### src/rtl/stream_pool_unit.sv
// Streaming P x P non-overlapping pooling stage (MAX or AVERAGE) for the CNN datapath.
// Raster-order pixels in, one pooled pixel per completed window out over valid/ready.
//
// state    | meaning
// ST_IDLE  | waiting for start; no input accepted
// ST_RUN   | accepting pixels and pooling windows
// ST_DRAIN | all pixels taken, waiting for the output register to empty
module stream_pool_unit #(
  parameter int IN_WIDTH     = 10,
  parameter int IN_HEIGHT    = 10,
  parameter int NUM_FEATURES = 2,
  parameter int DATA_WIDTH   = 8,
  parameter int POOL_SIZE    = 2
) (
  input  logic                                 clk,
  input  logic                                 rst_cnn,
  input  logic                                 start,
  input  logic                                 mode,
  input  logic                                 in_valid,
  output logic                                 in_ready,
  input  logic [NUM_FEATURES*DATA_WIDTH-1:0]   in_data,
  output logic                                 out_valid,
  input  logic                                 out_ready,
  output logic [NUM_FEATURES*DATA_WIDTH-1:0]   out_data,
  output logic                                 out_last,
  output logic                                 busy,
  output logic                                 frame_done
);

  localparam int LOG_P      = (POOL_SIZE == 4) ? 2 : 1;
  localparam int ACC_W      = DATA_WIDTH + 2 * LOG_P;
  localparam int OUT_WIDTH  = IN_WIDTH / POOL_SIZE;
  localparam int OUT_HEIGHT = IN_HEIGHT / POOL_SIZE;
  localparam int COL_W      = $clog2(IN_WIDTH + 1);
  localparam int ROW_W      = $clog2(IN_HEIGHT + 1);
  localparam int BUS_W      = NUM_FEATURES * DATA_WIDTH;

  localparam logic [COL_W-1:0] COL_LAST     = COL_W'(IN_WIDTH - 1);
  localparam logic [ROW_W-1:0] ROW_LAST     = ROW_W'(IN_HEIGHT - 1);
  localparam logic [COL_W-1:0] COL_KEEP     = COL_W'(OUT_WIDTH * POOL_SIZE);
  localparam logic [ROW_W-1:0] ROW_KEEP     = ROW_W'(OUT_HEIGHT * POOL_SIZE);
  localparam logic [COL_W-1:0] WIN_COL_LAST = COL_W'(OUT_WIDTH - 1);
  localparam logic [ROW_W-1:0] WIN_ROW_LAST = ROW_W'(OUT_HEIGHT - 1);

  generate
    if (POOL_SIZE != 2 && POOL_SIZE != 4) begin : g_bad_pool
      $error("stream_pool_unit: POOL_SIZE must be 2 or 4");
    end
  endgenerate

  typedef enum logic [1:0] {
    ST_IDLE  = 2'd0,
    ST_RUN   = 2'd1,
    ST_DRAIN = 2'd2
  } state_t;

  state_t                    state_q, state_d;
  logic [COL_W-1:0]          col_q, col_d;
  logic [ROW_W-1:0]          row_q, row_d;
  logic                      mode_q, mode_d;
  logic signed [ACC_W-1:0]   acc_q [OUT_WIDTH][NUM_FEATURES];
  logic signed [ACC_W-1:0]   acc_d [OUT_WIDTH][NUM_FEATURES];
  logic                      out_valid_q, out_valid_d;
  logic [BUS_W-1:0]          out_data_q, out_data_d;
  logic                      out_last_q, out_last_d;
  logic                      busy_q, busy_d;
  logic                      frame_done_q, frame_done_d;

  logic                      accept;
  logic                      out_fire;
  logic                      in_keep;
  logic                      win_first;
  logic                      win_last;
  logic                      win_done;
  logic                      frame_end_px;
  logic [COL_W-1:0]          win_col;
  logic [ROW_W-1:0]          win_row;
  logic signed [ACC_W-1:0]   px_ext [NUM_FEATURES];
  logic signed [ACC_W-1:0]   cur    [NUM_FEATURES];
  logic signed [ACC_W-1:0]   upd    [NUM_FEATURES];
  logic [BUS_W-1:0]          result;

  assign out_fire     = out_valid_q && out_ready;
  assign in_ready     = (state_q == ST_RUN) && (!out_valid_q || out_ready);
  assign accept       = in_valid && in_ready;
  assign win_col      = col_q >> LOG_P;
  assign win_row      = row_q >> LOG_P;
  assign in_keep      = (col_q < COL_KEEP) && (row_q < ROW_KEEP);
  assign win_first    = (col_q[LOG_P-1:0] == '0) && (row_q[LOG_P-1:0] == '0);
  assign win_last     = (&col_q[LOG_P-1:0]) && (&row_q[LOG_P-1:0]);
  assign win_done     = accept && in_keep && win_last;
  assign frame_end_px = (col_q == COL_LAST) && (row_q == ROW_LAST);

  // Per-channel datapath: sign-extend the pixel, fetch its column entry, fold it in.
  always_comb begin
    result = '0;
    for (int f = 0; f < NUM_FEATURES; f++) begin
      px_ext[f] = {{(ACC_W-DATA_WIDTH){in_data[f*DATA_WIDTH+DATA_WIDTH-1]}},
                   in_data[f*DATA_WIDTH +: DATA_WIDTH]};
      cur[f] = '0;
      for (int e = 0; e < OUT_WIDTH; e++) begin
        if (win_col == COL_W'(e)) begin
          cur[f] = acc_q[e][f];
        end
      end
      if (win_first) begin
        upd[f] = px_ext[f];
      end else if (mode_q) begin
        upd[f] = cur[f] + px_ext[f];
      end else begin
        upd[f] = (px_ext[f] > cur[f]) ? px_ext[f] : cur[f];
      end
      // The window sum divided by P*P always lands back inside DATA_WIDTH.
      result[f*DATA_WIDTH +: DATA_WIDTH] =
        DATA_WIDTH'(mode_q ? (upd[f] >>> (2 * LOG_P)) : upd[f]);
    end
  end

  always_comb begin
    for (int e = 0; e < OUT_WIDTH; e++) begin
      for (int f = 0; f < NUM_FEATURES; f++) begin
        acc_d[e][f] = acc_q[e][f];
        if (accept && in_keep && (win_col == COL_W'(e))) begin
          acc_d[e][f] = upd[f];
        end
      end
    end
  end

  always_comb begin
    state_d      = state_q;
    col_d        = col_q;
    row_d        = row_q;
    mode_d       = mode_q;
    out_valid_d  = out_valid_q;
    out_data_d   = out_data_q;
    out_last_d   = out_last_q;
    frame_done_d = 1'b0;

    if (out_fire) begin
      out_valid_d = 1'b0;
      out_last_d  = 1'b0;
    end
    // A load may coincide with the handshake above, keeping one beat per cycle.
    if (win_done) begin
      out_valid_d = 1'b1;
      out_data_d  = result;
      out_last_d  = (win_row == WIN_ROW_LAST) && (win_col == WIN_COL_LAST);
    end

    if (accept) begin
      if (col_q == COL_LAST) begin
        col_d = '0;
        row_d = (row_q == ROW_LAST) ? '0 : row_q + 1'b1;
      end else begin
        col_d = col_q + 1'b1;
      end
    end

    case (state_q)
      ST_IDLE: begin
        if (start) begin
          state_d = ST_RUN;
          mode_d  = mode;
          col_d   = '0;
          row_d   = '0;
        end
      end
      ST_RUN: begin
        if (accept && frame_end_px) begin
          state_d = ST_DRAIN;
        end
      end
      ST_DRAIN: begin
        if (!out_valid_q || out_fire) begin
          state_d      = ST_IDLE;
          frame_done_d = 1'b1;
        end
      end
      default: state_d = ST_IDLE;
    endcase

    busy_d = (state_d != ST_IDLE);
  end

  always_ff @(posedge clk or negedge rst_cnn) begin
    if (!rst_cnn) begin
      state_q      <= ST_IDLE;
      col_q        <= '0;
      row_q        <= '0;
      mode_q       <= 1'b0;
      out_valid_q  <= 1'b0;
      out_data_q   <= '0;
      out_last_q   <= 1'b0;
      busy_q       <= 1'b0;
      frame_done_q <= 1'b0;
      for (int e = 0; e < OUT_WIDTH; e++) begin
        for (int f = 0; f < NUM_FEATURES; f++) begin
          acc_q[e][f] <= '0;
        end
      end
    end else begin
      state_q      <= state_d;
      col_q        <= col_d;
      row_q        <= row_d;
      mode_q       <= mode_d;
      out_valid_q  <= out_valid_d;
      out_data_q   <= out_data_d;
      out_last_q   <= out_last_d;
      busy_q       <= busy_d;
      frame_done_q <= frame_done_d;
      for (int e = 0; e < OUT_WIDTH; e++) begin
        for (int f = 0; f < NUM_FEATURES; f++) begin
          acc_q[e][f] <= acc_d[e][f];
        end
      end
    end
  end

  assign out_valid  = out_valid_q;
  assign out_data   = out_data_q;
  assign out_last   = out_last_q;
  assign busy       = busy_q;
  assign frame_done = frame_done_q;

endmodule
### config.mk
export PLATFORM = sky130hd
export DESIGN_NAME = stream_pool_unit
export DESIGN_NICKNAME = d
export VERILOG_FILES = /design/src/rtl/stream_pool_unit.sv
export SDC_FILE = /design/constraint.sdc
export NUM_CORES = 1
export LEC_CHECK = 0
export ABC_AREA = 0
export CORE_UTILIZATION = 46
export DETAILED_ROUTE_END_ITERATION = 8
export PLACE_DENSITY = 0.65
export SYNTH_ARGS = -nofsm -noshare
export SYNTH_HDL_FRONTEND = slang
export SYNTH_SLANG_ARGS = --single-unit
### constraint.sdc
create_clock -name clk -period 4.7 [get_ports clk]
set_input_delay 0.47 -clock clk [delete_from_list [all_inputs] [get_ports clk]]
set_output_delay 0.47 -clock clk [all_outputs]
set_load 0.005 [all_outputs]
-- After elaboration in Yosys (flattened, before gate mapping)
Cells that the tools add are included.
Widths: inputs -> output; s select.
- bits in registers: 131
- bits in latches: 0
- RAM bits: 0
- ROM bits: 0
- output and inout bits: 21
- memories kept: 0
- add/sub/neg operators: 4
- $mul: 0
- divide/modulo/power cells: 0
- magnitude comparators: 4
- equality and inequality tests: 9
- shift operators: 0
- muxes and demuxes: 36
- bitwise operators: 2
- reduce and logical (&&, ||, !) cells: 24
- operators with widths (cell ; count):
    $mux 10 ; 16
    $mux 4 ; 9
    $add 10x8->10 ; 2
    $gt 8x10->1 ; 2
    $logic_and 1x1->1 ; 16
    $mux 8 ; 2
    $add 4x1->4 const B ; 2
    $eq 4x4->1 const B ; 2
    $lt 4x4->1 const B ; 2
    $eq 3x2->1 const B ; 2
    $eq 3x3->1 const B ; 2
    $mux 2 ; 3
    $pmux 2 s3 ; 1
    $mux 1 ; 5
    $logic_not 4->1 ; 1
    $reduce_bool 2->1 ; 2
    $eq 3x1->1 const B ; 1
    $eq 2x1->1 const B ; 1
    $eq 2x2->1 const B ; 1
    $logic_not 2->1 ; 1
    $logic_or 1x1->1 ; 2
    $not 1->1 ; 2
    $reduce_and 2->1 ; 1
    $logic_not 1->1 ; 1

-- Depth between registers and ports, before layout
Gate-level depths: netlist (run 1).
- depth in word-level cells: 11
- depth in mapped cells: 17
- gate-level depth less buffers: 13

-- Least setup slack after synthesis (run 1)
No wires, ideal clock.
- path kind: flip-flop to flip-flop
- from: reg col_q[2]
- to: reg acc_q[73] (netlist bit)
- arrival: 3373 ps
- data required time: 4575 ps
- setup slack: 1202 ps
- cell stages (with the launch flop): 17
- clock period less this slack: 3498 ps
- cells stage by stage: dfrtp_1 -> clkbuf_2 -> buf_4 -> buf_4 -> buf_2 -> mux4_2 -> a22o_1 -> inv_1 -> ha_1 -> and4bb_2 -> nand2_2 -> o2111ai_2 -> o221ai_2 -> buf_4 -> nor2_1 -> a221o_1 -> mux2_2
- word-level cells in the longest chain between the ends: 10
- elaborated cells on any way between the ends: 19
- those cells by class: add/sub: 1; order compare: 2; eq/ne: 4; mux: 8; reduce/logical: 4
- RTL lines (item ; line ; RTL):
    start: declaration ; 58 ; logic [COL_W-1:0] col_q, col_d;
    start signal: assignment ; 204 ; col_q <= col_d;
    $logic_not 4->1 ; 102 ; if (win_col == COL_W'(e)) begin
    $mux 10 (5 in a row) ; 102 ;
    $gt 8x10->1 ; 111 ; upd[f] = (px_ext[f] > cur[f]) ? px_ext[f] : cur[f];
    $mux 10 ; 111 ;
    $mux 10 ; 108 ; end else if (mode_q) begin
    $mux 10 ; 106 ; if (win_first) begin
    end signal: indexed assignment ; 214 ; acc_q[e][f] <= acc_d[e][f];
    end: declaration ; 61 ; logic signed [ACC_W-1:0] acc_q [OUT_WIDTH][NUM_FEATURES];
Parallel ways exist; a longest one is shown, timed or not.
A chain may end at the register's enable or synchronous reset.

-- Worst setup path in the final report (run 1)
- from: reg col_q[2]
- to: reg acc_q[29] (netlist bit)
The elaborated chain is that of the path after synthesis.

==> qor.txt, run 1 <==
drt first pass iters -> 5
Simple-Gate Fraction of Synth Area -> 12.2%
Lkg Pwr -> 4.01 nW
CP endpoint kind -> flop
CTS resizes -> 0
Cell Chain, Critical Path -> buf_4 -> mux2_2 -> a21oi_1 -> o21ai_1 -> ha_1 -> and4bb_1 -> nand3_1 -> o2111ai_1 -> o21ai_2 -> nand2_1 -> o211ai_1 -> mux2_2
reg2reg end -> acc_q[29]
Peak Freq -> 226 MHz
post-route cell area -> 9250 sq um
final period utilization -> 94.3%
I/O Buffers -> 42
mux contribution to synthesized area -> 16.6%
routed wire length per instance -> 20.6 microns
final antenna-violating net count -> 0
R2R Setup Slk -> 0.27 ns
clk_lat worst skew -> 0.42 ns
drt drc -> 0
Setup CP Type -> flop to flop
HPWL after DPL -> 15.3 mm
num rows -> 47
Yosys Warn Count -> 0
Num CTS Buffers -> 17
P per Cell Area -> 838 nW/um^2
Final Hold Fails -> 0
area grow syn2layout -> 16.0%
Ports -> 43
Fin Clk Skew -> 0.00984 ns
maximum vdd ir drop -> 0.000309 V
commonest non-fill, non-tap cell in the layout -> dfrtp_1
Tot Pwr -> 7.75 mW
reg2reg start -> col_q[2]
Sink Count -> 131
core area -> 16800 sq um
hold buffer count at cts -> 0
mapped cell area -> 7970 sq um
Post-synth EDFFs -> 0
Clock Root Buffer -> clkbuf_16
initial core utilization -> 47.6%
Cell variety after synth -> 79
Die W -> 134 microns
Crit path top cell by count -> mux2_2
cells after synthesis -> 777
Sw Pwr -> 3.33 mW
hold crit path type -> input pin to asynchronous set/reset pin
max-cap check violation count -> 0
CP Buf/Inv Count -> 1
die area -> 17900 sq um
share of synthesized registers carrying an async set or reset -> 100%
cell family with most CP delay -> compound AO/OA/AOI/OAI gates
Diodes inserted -> 0
Synth Area per Inst -> 10.3 sq um
internal power -> 4.42 mW
Reg2Reg Depth -> 12
GRT Total Usage -> 25.2%
post-synthesis xor/xnor area fraction -> 1.76%
drt total wl -> 21.5 mm
Compound-Gate Fraction of Synth Area -> 17.2%
largest net degree at the start of global routing -> 52
ranking of synthesized cells by area -> dfrtp_1 (41%), mux2_2 (11%), ha_1 (6.3%)
Yosys top cell by area -> dfrtp_1
vias in the first global route -> 6121
Gate power share -> 54.9%
vias after detailed routing -> 6300
pins over their slew limit -> 0
die height -> 134 microns
number of synthesized register bits -> 131
fin util -> 55.2%
placed inst area -> 8590 sq um
htree depth -> 4
Synth Net Count -> 841
Clk pwr share -> 18.9%
crit path launch -> col_q[2]
Synth Area in Adders -> 6.78%
outcome -> complete, no violations
critical path data arrival time -> 4.79 ns
Slowest Stage Delay on Critical Path -> 0.70 ns
top_reg_cell synth -> dfrtp_1
setup TNS -> 0 ns
vias per cell -> 6.02
Final min period -> 4.43 ns
final net count -> 877
largest family of logic cells by synthesized area -> compound AO/OA/AOI/OAI gates
most frequent cells in the layout -> dfrtp_1 (129), mux2_2 (75), nand2_1 (67), o21ai_0 (59), nor2_1 (52)
Overflow after GRT -> 0
area share of the largest cell type after synthesis -> 41.1%
clock buffer depth -> 2
RePlAce Congestion -> 0.873
CTS tree -> done
Slew HR -> 29.5%
initial antenna violation count -> 0
# setup viols final -> 0
Startpoint Class -> flop
Worst EP required -> 5.06 ns
setup bufs post-CTS -> 0
non-filler cells in the finished layout -> 1046
first-pass GRT wire length -> 33.9 mm
maximum fanout along the worst path -> 21
unrepaired setup endpoints after global routing -> no
share of layout cells above drive strength 1 -> 19.0%
CP max-delay cell -> dfrtp_2
DR iter-0 viols -> 682
Clk pin slew, worst setup/hold paths -> 0.06 ns
part of the power in registers -> 26.2%
Placed Cells -> 1014
Worst-Margin Slew -> 1.05 ns
Seq/Total Area, Yosys -> 41.1%
sw frac -> 42.9%
-- metrics by stage --
step / worst slack (ns) / hold slack, ns
2_1_floorplan: 1.20 / 0.174
3_3_place_gp: 0.337 / 0.458
3_5_place_dp: 0.229 / 0.471
4_1_cts: 0.167 / 0.0916
5_1_grt: 0.0527 / 0.113
6_report: 0.267 / 0.0658
-- Yosys cell counts (11+ instances only) --
cell,n
a21oi_1,31
nand2_1,67
nor3_1,11
o21ai_0,60
dfrtp_1,131
a22o_1,15
buf_2,13
mux2_2,75
mux4_2,11
o22ai_1,11
ha_1,40
nand3_1,22
clkbuf_1,18
nor2_1,52
inv_1,34
mux2i_1,23
-- registers in the layout, indices dropped and copies added (netlist names) --
signal / count
out_data: 16
col_q: 4
out_last: 1
out_valid: 1
mode_q: 1
acc_q: 100
frame_done: 1
row_q: 4
busy: 1
state_q: 2
-- worst max-delay path by stage --
stage / cells past startpoint / slack, ns / to
final: 12 / 0.27 / acc_q[29]
after floorplan: 16 / 1.20 / acc_q[73]
after global placement: 12 / 0.34 / acc_q[29]
after global routing: 12 / 0.05 / acc_q[89]
after CTS: 12 / 0.17 / acc_q[26]
after detailed placement: 12 / 0.23 / acc_q[26]
-- final cells by class --
class	instances	area, sq um
fillers	1433	7510
inverters	34	128
multi-input cells	569	4360
well taps	220	275
repair buffers	60	553
clock inverters	12	204
clock buffers	20	447
flip-flops and latches	131	3280
-- metal layers --
| layer | wire length, microns | vias up | global-route usage, % |
|---|---|---|---|
| met4 | 433 | 0 | 9.53 |
| li1 | - | 2904 | - |
| met2 | 9970 | 229 | 38.7 |
| met5 | 0 | - | 0 |
| met1 | 9910 | 3135 | 35.2 |
| met3 | 1230 | 32 | 5.10 |
-- power by group through the flow --
stage	registers, mW	logic, mW	clock network (mW)
detailed placement	2.03	4.16	0
global route	2.09	4.61	1.54
finish	2.03	4.26	1.47
floorplan	1.86	3.11	0
CTS	2.02	4.20	1.48
global placement	2.00	4.08	0
-- cell families (layout without fill, tap and decap cells) --
family | after synthesis | count (layout)
buf+inv | 77 | 126
compound gates | 200 | 200
mux | 109 | 109
flops | 131 | 131
fa+ha+maj | 42 | 42
simple gates | 202 | 202
xor+xnor | 16 | 16
(Power assumes the default switching activity.)
==> run 2: changes to the inputs <==
- CTS_CLUSTER_SIZE: not set -> 16
==> results of run 2 <==
No change in the layout: final DEF, timing and power equal those of run 1.
==> run 3: changes to the inputs <==
- CORE_UTILIZATION: 46 -> 55
- PLACE_DENSITY: 0.65 -> 0.75
- clock period: 4.7 -> 5.4 ns (I/O delays scaled with it)
==> qor.txt, run 3 (synthesis gave the netlist of run 1 again) <==
vias in the first global route -> 6178 (+0.93%)
Worst-Margin Slew -> 1.18 ns (+0.129 ns)
core area -> 14000 sq um (-17%)
final net count -> 865 (-1.4%)
setup bufs post-CTS -> 0 (unchanged)
DR iter-0 viols -> 731 (+7.2%)
hold buffer count at cts -> 0 (unchanged)
num rows -> 43 (-8.5%)
maximum fanout along the worst path -> 16 (-24%)
vias per cell -> 6.45 (+7.1%)
Ports -> 43 (unchanged)
CTS tree -> done
Worst EP required -> 5.75 ns (+0.69 ns)
Sink Count -> 131 (unchanged)
Num CTS Buffers -> 17 (unchanged)
# setup viols final -> 0 (unchanged)
reg2reg start -> col_q[1]
clock buffer depth -> 2 (unchanged)
fillers -> 1118 (-22%)
P per Cell Area -> 730 nW/um^2 (-13%)
Diodes inserted -> 0 (unchanged)
RePlAce Congestion -> 0.902 (+3.4%)
crit path launch -> col_q[1]
clk_lat worst skew -> 0.42 ns (about the same)
drt drc -> 0 (unchanged)
pins over their slew limit -> 0 (unchanged)
Final min period -> 4.99 ns (+0.556 ns)
first-pass GRT wire length -> 34.6 mm (+1.9%)
Setup CP Type -> flop to flop
setup TNS -> 0 ns (unchanged)
die height -> 122 microns (-8.4%)
Clock Root Buffer -> clkbuf_16
max reg flops -> 100 (unchanged)
htree depth -> 4 (unchanged)
Overflow after GRT -> 0 (unchanged)
initial core utilization -> 57.0% (+9.4 points)
hold crit path type -> input pin to asynchronous set/reset pin
area occupied by multi-input gates -> 4360 sq um (-0.14%)
share of layout cells above drive strength 1 -> 17.6% (-1.4 points)
max-cap check violation count -> 0 (unchanged)
critical path data arrival time -> 5.34 ns (+0.55 ns)
die area -> 15000 sq um (-16%)
drt total wl -> 21.6 mm (+0.35%)
fin util -> 64.7% (+9.5 points)
Final Hold Fails -> 0 (unchanged)
final period utilization -> 92.4% (-1.9 points)
final antenna-violating net count -> 0 (unchanged)
Slew HR -> 20.1% (-9.3 points)
initial antenna violation count -> 0 (unchanged)
largest net degree at the start of global routing -> 78 (+50%)
HPWL after DPL -> 15.0 mm (-2.0%)
Startpoint Class -> flop
most frequent cells in the layout -> dfrtp_1 (130), mux2_2 (75), nand2_1 (67), o21ai_0 (60), nor2_1 (52)
Fin Clk Skew -> 0.0117 ns (+0.00186 ns)
Die W -> 122 microns (-8.4%)
GRT Total Usage -> 30.9% (+5.7 points)
Peak Freq -> 200 MHz (-11%)
Lkg Pwr -> 3.92 nW (-2.3%)
reg2reg end -> acc_q[2]
area grow syn2layout -> 13.5%
vias after detailed routing -> 6404 (+1.7%)
Clk pin slew, worst setup/hold paths -> 0.06 ns (about the same)
maximum vdd ir drop -> 0.000306 V (-1.1%)
CTS resizes -> 0 (unchanged)
Reg2Reg Depth -> 11 (-1)
routed wire length per instance -> 21.8 microns (+5.7%)
register area -> 3280 sq um (about the same)
outcome -> complete, no violations
R2R Setup Slk -> 0.41 ns (+0.14 ns)
unrepaired setup endpoints after global routing -> no
drt first pass iters -> 5 (unchanged)
I/O Buffers -> 42 (unchanged)
commonest non-fill, non-tap cell in the layout -> dfrtp_1
register name with the most flops -> acc_q
CP endpoint kind -> flop
## run 3: report_power, final
group          total (mW)  leakage (nW)  internal (mW)  switching [mW]
Clock                1.18         0.275          0.738           0.443
Sequential           1.78          1.61           1.43           0.346
Combinational        3.65          2.04           1.53            2.12
## run 3: layer usage
layer / wire length (microns) / up-vias / global-route usage, %
met4: 533 / 0 / 11.6
met2: 9860 / 275 / 46.6
met3: 1470 / 41 / 5.72
met5: 0 / - / 0
li1: - / 2874 / -
met1: 9750 / 3214 / 44.3
## run 3: metrics by stage
stage | worst slack [ns] | cell area (sq um) | hold slack, ns | instances | power (mW)
6_report | 0.411 | 9050 | 0.269 | 993 | 6.61
5_1_grt | 0.154 | 9050 | 0.362 | 993 | 7.04
4_1_cts | 0.579 | 9050 | 0.323 | 993 | 6.55
3_5_place_dp | 0.658 | 8450 | 0.471 | 962 | 5.32
3_3_place_gp | 0.704 | 8450 | 0.458 | 962 | 5.17
2_1_floorplan | 1.90 | 7970 | 0.244 | 777 | 4.32
## run 3: worst max-delay path by stage
| stage | to | slack (ns) | cells after the start |
|---|---|---|---|
| 6_report | acc_q[2] | 0.41 | 11 |
| 3_3_place_gp | acc_q[62] | 0.70 | 11 |
| 2_1_floorplan | acc_q[73] | 1.90 | 16 |
| 3_5_place_dp | acc_q[62] | 0.66 | 11 |
| 5_1_grt | acc_q[62] | 0.15 | 11 |
| 4_1_cts | acc_q[62] | 0.58 | 11 |
## run 3: critical path: stages (launching register included)
cell and delay [ns]:
dfrtp_1 0.64, nor3b_2 0.76, buf_4 0.36, a2bb2oi_1 0.09, o21ai_0 0.28, ha_1 0.42
and4bb_1 0.33, nand3_1 0.13, o2111ai_1 0.30, o21ai_2 0.27, o311ai_0 1.03, mux2_2 0.32
## run 3: final cells by class
class	count	area share (%)
Clock buffer	20	4.94
Tap cell	180	2.49
Clock inverter	11	1.70
Sequential cell	131	36.2
Timing Repair Buffer	48	5.11
Multi-Input combinational cell	569	48.1
Inverter	34	1.41
